**config.mk**
```make
export PLATFORM = sky130hd
export DESIGN_NAME = fifo_wr_arbiter
export DESIGN_NICKNAME = d
export VERILOG_FILES = /design/src/rtl/fifo_arb_pkg.sv /design/src/rtl/fifo_wr_arbiter_rr_pick.sv /design/src/rtl/fifo_wr_arbiter.sv
export SDC_FILE = /design/constraint.sdc
export NUM_CORES = 1
export LEC_CHECK = 0
export BUFFER_PORTS_ARGS = -buffer_cell sky130_fd_sc_hd__buf_2
export CORE_ASPECT_RATIO = 0.7
export CORE_UTILIZATION = 44
export CTS_BUF_LIST = sky130_fd_sc_hd__clkbuf_16
export CTS_CLUSTER_SIZE = 14
export DETAILED_ROUTE_END_ITERATION = 16
export PLACE_DENSITY = 0.77
export SKIP_LAST_GASP = 1
export SLEW_MARGIN = 10
export SYNTH_ARGS = -nofsm -noshare
export SYNTH_HDL_FRONTEND = slang
export SYNTH_SLANG_ARGS = --single-unit
```
**constraint.sdc**
```tcl
create_clock -name wclk -period 2.4 [get_ports wclk]
set_input_delay 0.24 -clock wclk [delete_from_list [all_inputs] [get_ports wclk]]
set_output_delay 0.24 -clock wclk [all_outputs]
set_load 0.005 [all_outputs]
```
**src/rtl/fifo_arb_pkg.sv**
```systemverilog
// Shared types and defaults for the FIFO write-port arbiter.
// Holds the FSM encoding and the round-robin successor helper.
package fifo_arb_pkg;

    typedef enum logic {
        IDLE  = 1'b0,
        BURST = 1'b1
    } arb_state_t;

    localparam int DEF_DSIZE    = 8;
    localparam int DEF_NREQ     = 4;
    localparam int DEF_MAXBURST = 8;

    function automatic int rr_next(input int idx, input int nreq);
        return (idx >= nreq - 1) ? 0 : idx + 1;
    endfunction

endpackage

```
**src/rtl/fifo_wr_arbiter_rr_pick.sv**
```systemverilog
// Combinational round-robin picker: first set request at or after i_ptr, wrapping.
// Zero latency, no state, no backpressure.
module rr_pick #(
    parameter int NREQ = 4,
    parameter int IDXW = 2
) (
    input  logic [NREQ-1:0] i_req,
    input  logic [IDXW-1:0] i_ptr,
    output logic [NREQ-1:0] o_onehot,
    output logic [IDXW-1:0] o_idx,
    output logic            o_any
);

    logic [IDXW:0]   w_sum;
    logic [IDXW-1:0] w_c;
    logic            w_found;

    always_comb begin
        o_onehot = '0;
        o_idx    = '0;
        w_found  = 1'b0;
        w_sum    = '0;
        w_c      = '0;
        for (int k = 0; k < NREQ; k++) begin
            // i_ptr < NREQ, so one conditional subtract is enough to wrap
            w_sum = {1'b0, i_ptr} + (IDXW+1)'(k);
            if (w_sum >= (IDXW+1)'(NREQ)) begin
                w_sum = w_sum - (IDXW+1)'(NREQ);
            end
            w_c = w_sum[IDXW-1:0];
            if (!w_found && i_req[w_c]) begin
                w_found      = 1'b1;
                o_onehot[w_c] = 1'b1;
                o_idx        = w_c;
            end
        end
        o_any = w_found;
    end

endmodule

```
**src/rtl/fifo_wr_arbiter.sv**
```systemverilog
// Round-robin owner of the async FIFO write port; grant one cycle after valid in IDLE,
// one word per cycle in BURST, all requesters and winc held off while wfull is high.
module fifo_wr_arbiter
    import fifo_arb_pkg::*;
#(
    parameter int DSIZE    = DEF_DSIZE,
    parameter int NREQ     = DEF_NREQ,
    parameter int MAXBURST = DEF_MAXBURST
) (
    input  logic                  wclk,
    input  logic                  wrst,
    input  logic [NREQ-1:0]       req_valid,
    input  logic [NREQ*DSIZE-1:0] req_data,
    input  logic [NREQ-1:0]       req_last,
    output logic [NREQ-1:0]       req_ready,
    input  logic                  wfull,
    output logic                  winc,
    output logic [DSIZE-1:0]      wdata,
    output logic [NREQ-1:0]       grant,
    output logic                  busy
);

    localparam int IDXW = (NREQ > 1) ? $clog2(NREQ) : 1;
    localparam int CNTW = $clog2(MAXBURST + 1);

    arb_state_t      r_state, w_state_nxt;
    logic [NREQ-1:0] r_grant, w_grant_nxt;
    logic [IDXW-1:0] r_gidx, w_gidx_nxt;
    logic [IDXW-1:0] r_rr_ptr, w_rr_ptr_nxt;
    logic [CNTW-1:0] r_cnt, w_cnt_nxt;

    logic [NREQ-1:0] w_pick_oh;
    logic [IDXW-1:0] w_pick_idx;
    logic            w_pick_any;
    logic            w_xfer;
    logic            w_end;

    logic [DSIZE-1:0] w_word [NREQ];

    for (genvar i = 0; i < NREQ; i++) begin : g_word
        assign w_word[i] = req_data[i*DSIZE +: DSIZE];
    end

    rr_pick #(
        .NREQ (NREQ),
        .IDXW (IDXW)
    ) u_rr_pick (
        .i_req    (req_valid),
        .i_ptr    (r_rr_ptr),
        .o_onehot (w_pick_oh),
        .o_idx    (w_pick_idx),
        .o_any    (w_pick_any)
    );

    always_ff @(posedge wclk or posedge wrst) begin
        if (wrst) begin
            r_state  <= IDLE;
            r_grant  <= '0;
            r_gidx   <= '0;
            r_rr_ptr <= '0;
            r_cnt    <= '0;
        end else begin
            r_state  <= w_state_nxt;
            r_grant  <= w_grant_nxt;
            r_gidx   <= w_gidx_nxt;
            r_rr_ptr <= w_rr_ptr_nxt;
            r_cnt    <= w_cnt_nxt;
        end
    end

    always_comb begin
        w_state_nxt  = r_state;
        w_grant_nxt  = r_grant;
        w_gidx_nxt   = r_gidx;
        w_rr_ptr_nxt = r_rr_ptr;
        w_cnt_nxt    = r_cnt;
        req_ready    = '0;
        winc         = 1'b0;
        busy         = 1'b0;
        w_xfer       = 1'b0;
        w_end        = 1'b0;
        case (r_state)
            IDLE: begin
                if (w_pick_any) begin
                    w_state_nxt = BURST;
                    w_grant_nxt = w_pick_oh;
                    w_gidx_nxt  = w_pick_idx;
                    w_cnt_nxt   = '0;
                end
            end
            BURST: begin
                busy      = 1'b1;
                req_ready = r_grant & {NREQ{~wfull}};
                w_xfer    = req_valid[r_gidx] & ~wfull;
                winc      = w_xfer;
                if (w_xfer) begin
                    w_cnt_nxt = r_cnt + CNTW'(1);
                    // last and the cap landing together still end the burst only once
                    w_end = req_last[r_gidx] | (r_cnt == CNTW'(MAXBURST - 1));
                    if (w_end) begin
                        w_state_nxt  = IDLE;
                        w_grant_nxt  = '0;
                        w_rr_ptr_nxt = IDXW'(rr_next(int'(r_gidx), NREQ));
                    end
                end
            end
            default: begin
                w_state_nxt = IDLE;
                w_grant_nxt = '0;
            end
        endcase
    end

    assign grant = r_grant;
    assign wdata = (r_state == BURST) ? w_word[r_gidx] : '0;

endmodule

```
# Yosys cells after proc, flatten, opt, wreduce, memory -nomap -nowiden
# Cells that the tools add are included.
totals:
  input_bits: 43
  ramBits: 0
  rom_bits: 0
  n_memories: 0
  regBits: 13
  latch_bits: 0
  out_inout_bits: 18
  word_cells: 111
op_classes:
  reduce_logical: 14
  multipliers: 0
  shifts: 0
  order_cmp: 15
  n_div: 0
  bitwise_logic: 9
  n_mux: 55
  n_addsub: 9
  n_eq_ne: 4
op_table:
  columns: ["cell", "n"]
  rows:
  - ["$mux W4", 10]
  - ["$mux W8", 3]
  - ["$mux W1", 19]
  - ["$mux W2", 9]
  - ["$bmux W8 S2", 1]
  - ["$pmux W4 S2", 2]
  - ["$lt A2 B3 Y1 const B", 5]
  - ["$bmux W1 S2", 6]
  - ["$ge A3 B3 Y1 const B", 4]
  - ["$or A4 B4 Y4", 3]
  - ["$demux W1 S2", 4]
  - ["$ge A2 B1 Y1 const B", 4]
  - ["$sub A2 B1 Y2 const B", 4]
  - ["$logic_and A1 B1 Y1", 7]
  - ["$add A2 B2 Y3 const B", 2]
  - ["$ne A2 B1 Y1 const B", 3]
  - ["$reduce_and A3 Y1", 2]
  - ["$add A4 B1 Y4 const B", 1]
  - ["$and A4 B4 Y4", 1]
  - ["$eq A4 B3 Y1 const B", 1]
  - ["$reduce_and A2 Y1", 2]
  - ["$add A2 B1 Y3 const B", 1]
  - ["$ge A2 B3 Y1 const B", 1]
  - ["$logic_not A1 Y1", 3]
  - ["other kinds (7)", 8]

# Longest topological paths before layout
depth:
  depth_word: 16
  mapped_depth: 11
  ltp_nobuf: 7

# Hierarchy
# Synthesis repeated with hierarchy kept, for this count alone.
hier_totals:
  cells_unflattened: 121
  area_unflattened_um2: 1335.0
modules_own_cells:
  columns: ["mod", "cells_each", "instances", "area_per_inst_um2", "seq_area_each_um2"]
  rows:
  - ["fifo_wr_arbiter", 76, 1, 915.9, 325.3]
  - ["rr_pick", 45, 1, 419.2, 0.0]

# Least setup slack after synthesis
# No wires, ideal clock.
synth_path:
  kind: "reg-to-reg"
  start: "register r_rr_ptr[1]"
  end: "register r_grant[1] (netlist: grant[1])"
  synth_period_minus_slack_ns: 2.396
  path_slack_ns: 0.004
  required_time_ns: 2.317
  path_buffers: 4
  arrival_ns: 2.313
  setup_time_ns: 0.083
  path_stages_with_launch: 12
  cell_sequence: "dfrtp_1 > buf_2 > inv_1 > ha_1 > buf_2 > mux4_2 > nor4_2 > or2_1 > buf_4 > buf_6 > nand3_1 > o21ai_0"
synth_via:
  elab_chain_cells: 16
  word_cells_on_any_way: 64
  cone_classes: "7 x add/sub; 12 x order compare; 1 x eq/ne; 30 x mux; 3 x bitwise; 11 x reduce/logical"
synth_rtl:
  columns: ["item", "line_no", "source"]
  rows:
  - ["start, declared", "fifo_wr_arbiter.sv:29", "logic [IDXW-1:0] r_rr_ptr, w_rr_ptr_nxt;"]
  - ["start signal, assigned", "fifo_wr_arbiter.sv:66", "r_rr_ptr <= w_rr_ptr_nxt;"]
  - ["parallel branches: the longest is 16 deep, another holds $add A2 B1 Y3", null, null]
  - ["end signal, assigned", "fifo_wr_arbiter.sv:64", "r_grant <= w_grant_nxt;"]
  - ["end, declared", "fifo_wr_arbiter.sv:27", "logic [NREQ-1:0] r_grant, w_grant_nxt;"]
# Parallel ways; which one is timed is not known. The select of a mux whose other input is x is not followed.
# A chain may end at the register's enable or synchronous reset.

# Worst setup path after layout
layout_path:
  start: "register r_rr_ptr[0]"
  end: "register r_gidx[1]"
layout_via:
  elab_chain_cells: 15
  word_cells_on_any_way: 38
  cone_classes: "7 x add/sub; 4 x order compare; 20 x mux; 7 x reduce/logical"
layout_rtl:
  columns: ["item", "line_no", "source"]
  rows:
  - ["parallel branches: the longest is 15 deep, another holds $add A2 B1 Y3", null, null]
  - ["end signal, assigned", "fifo_wr_arbiter.sv:65", "r_gidx <= w_gidx_nxt;"]
  - ["end, declared", "fifo_wr_arbiter.sv:28", "logic [IDXW-1:0] r_gidx, w_gidx_nxt;"]
# Parallel ways; which one is timed is not known. The select of a mux whose other input is x is not followed.

==> impl_results.md <==
* Commonest non-fill, non-tap cell in the layout: buf_2
* Final Max Tran Viols at 0
* Yosys reg bits at 13
* Slowest Stage Delay on Critical Path at 0.58 ns
* Initial Utilization at a little under half
* Routed vias at about 1500
* First-pass GRT wire length at 5890 um
* Place WS at roughly 0.063 ns
* Placed cell count at around 260
* GRT Util Overall at between 20% and 30%
* Crit Path Category: reg2reg
* Share of layout cells above drive strength 1 at around 46%
* Post-synthesis cell type count at 35
* Synth Flop Type: dfrtp_1
* CTS buffer count at 3
* H-tree Lvls at 1
* # IOs at slightly above 60
* Post-route cell area at 0.00194 mm^2
* Critical path's top delay family: multiplexers
* DR pass1 iterations at 4
* Nature of the critical path endpoint: register
* Final core utilization at between 50 and 60%
* Crit Path Max Fanout at 8
* Worst path buffer plus inverter count at 1
* Routability cong. at 0.916
* Post-Syn Area at around 0.0015 mm^2
* Post-synth EDFFs at 0
* Startpoint Class: register
* Core Rows at 17
* Root Driver: clkbuf_16
* Vias in the first global route at 1332
* PwrDens at approximately 1200 mW/mm^2
* Area grow syn2layout at 27.4%
* Post-synth ARST share at 100%
* LEAKAGE at about 0.9 nW
* Initial antenna violation count at 0
* Top post-synthesis cells by area: dfrtp_1 21%, mux4_2 21%, ha_1 7.4%
* Chip Width at 72.3 um
* Largest net degree at the start of global routing at 28
* Fin crit share at 94.2%
* Syn Nets at 210
* Vias/cell at about 5.6
* Clock Latency Late Sink at between 0.2 and 0.25 ns
* # port buffers at 60
* Initial drt markers at 83
* Min Clock Period, post-route at ~2.3 ns
* Crit path from: r_rr_ptr[0]
* Final wirelength at ~3600 um
* Slowest cell on crit path: mux4_2
* CP required at about 2.5 ns
* Detailed placer's ending HPWL at approximately 2800 um
* Core footprint at approximately 0.0032 mm^2
* Placed instance area at 0.00186 mm^2
* Hold slack at ~0.0093 ns
* Detail Route Antenna Nets at 0
* Global route overflow at 0
* Status: finished clean
* Fill cell count at about 300
* Most frequent cells in the layout: 60 x buf_2, 15 x and2_1, 14 x mux4_2
* Max Cap Viol at 0
* Clock buffer depth at 2
* Final worst setup slack at 0.138 ns
* Worst-path cell chain: inv_1 > ha_1 > mux4_2 > nor2_2 > o221ai_1 > a32o_1
* Slew HR at approximately two thirds
* NumNets Final at approximately 270
* Setup repair bufs after CTS at 0
* Fin. Hold Viols at 0
* Syn_area_per_cell at between 9 and 10 um^2
* Syn Inst Count at ~160
* Yosys top cell by area: dfrtp_1
* Tot Pwr at between 2 and 2.5 mW
* Die area at between 0.003 and 0.004 mm^2
* Setup-failing EPs final at 0
* Setup TNS at 0 ns
* Ant diodes at 0
* CTS resizes at 0
* Synth Warn # at 0
* Yosys top cell area share at between 20% and 30%
* RSZ-0062 raised after global routing: yes
* Fmax at 0.442 GHz
* TritonCTS clock tree: yes
* DR WL/cell at between 10 and 15 um
* DIE HEIGHT at between 50 and 60 um
* Post-synthesis sequential area ratio at between 20% and 30%
* CTS sink cnt at 13
* Finished Layout Cells at between 200 and 300
* Max rail drop VDD at roughly 0.00063 V
* HP Class: in2async
* Crit path DAT at 2.39 ns
* Max Clock Skew at around 0.0014 ns
* Clk slew on worst S/H paths at approximately 0.040 ns
* DRC Markers at 0
* Least-Margin Pin Slew at approximately 0.48 ns
* Hold buffers post-CTS at 0
* Critical R2R Launch: r_rr_ptr[0]
* FF-to-FF setup slack at around 0.14 ns
## cell usage after synthesis, drive strengths merged (3+ instances only)
master,instances
nor2b,3
nand2,11
a221oi,5
buf,9
a31o,3
and2,15
o21ai,11
mux2i,6
nor2,10
inv,5
clkbuf,5
nand3,9
dfrtp,13
nand2b,5
mux2,5
ha,9
o21a,4
mux4,14
o22ai,5
## where the power goes
group / switching [mW] / internal [mW] / total (mW)
Combinational: 0.757 / 0.776 / 1.53
Clock: 0.0910 / 0.221 / 0.312
Sequential: 0.0917 / 0.298 / 0.389
Total: 0.940 / 1.30 / 2.23
## layer usage
layer | global-route usage, % | vias to the layer above | wire length (um)
li1 | - | 699 | -
met1 | 28.6 | 675 | 1660
met2 | 33.2 | 80 | 1580
met3 | 6.51 | 2 | 338
met4 | 2.61 | 0 | 30
met5 | 0 | - | 0
## area by class of cell
type | instances | area [um^2] | share of cell area [%]
tap | 47 | 58.8 | 3.03
inverter | 5 | 18.8 | 0.968
clock buffer | 3 | 75.1 | 3.87
sequential | 13 | 325 | 16.8
timing repair buffer | 67 | 353 | 18.2
multi-input combinational | 126 | 1100 | 56.9
clock inverter | 1 | 5.00 | 0.258
## worst reg2reg max path, stage by stage, from the launching register on
cell and delay [ns]:
dfrtp_1 0.34, inv_1 0.06, ha_1 0.47, mux4_2 0.58, nor2_2 0.26, o221ai_1 0.17, a32o_1 0.28
## registers in the layout, summed over array words and instances, names as in the netlist
signal    flops
grant         4
r_rr_ptr      2
r_gidx        2
r_state       1
r_cnt         4
## kinds of logic after synthesis
logic type | Yosys count | share of synthesized area [%]
compound gates | 34 | 15.9
xor+xnor | 2 | 1.15
fa+ha+maj | 9 | 7.40
buf+inv | 19 | 6.41
flops | 13 | 21.4
mux | 25 | 28.3
simple gates | 56 | 19.4
## path summary, 6_finish.rpt
path	end	cells past startpoint
worst max-delay path	r_gidx[1]	6
worst min-delay path	grant[3]	2
worst max register to register	r_gidx[1]	6
worst min register to register	r_cnt[0]	1
max in group asynchronous	r_state	2
min in group wclk	r_cnt[0]	1
No activity file was read; power rests on OpenSTA's default activity.
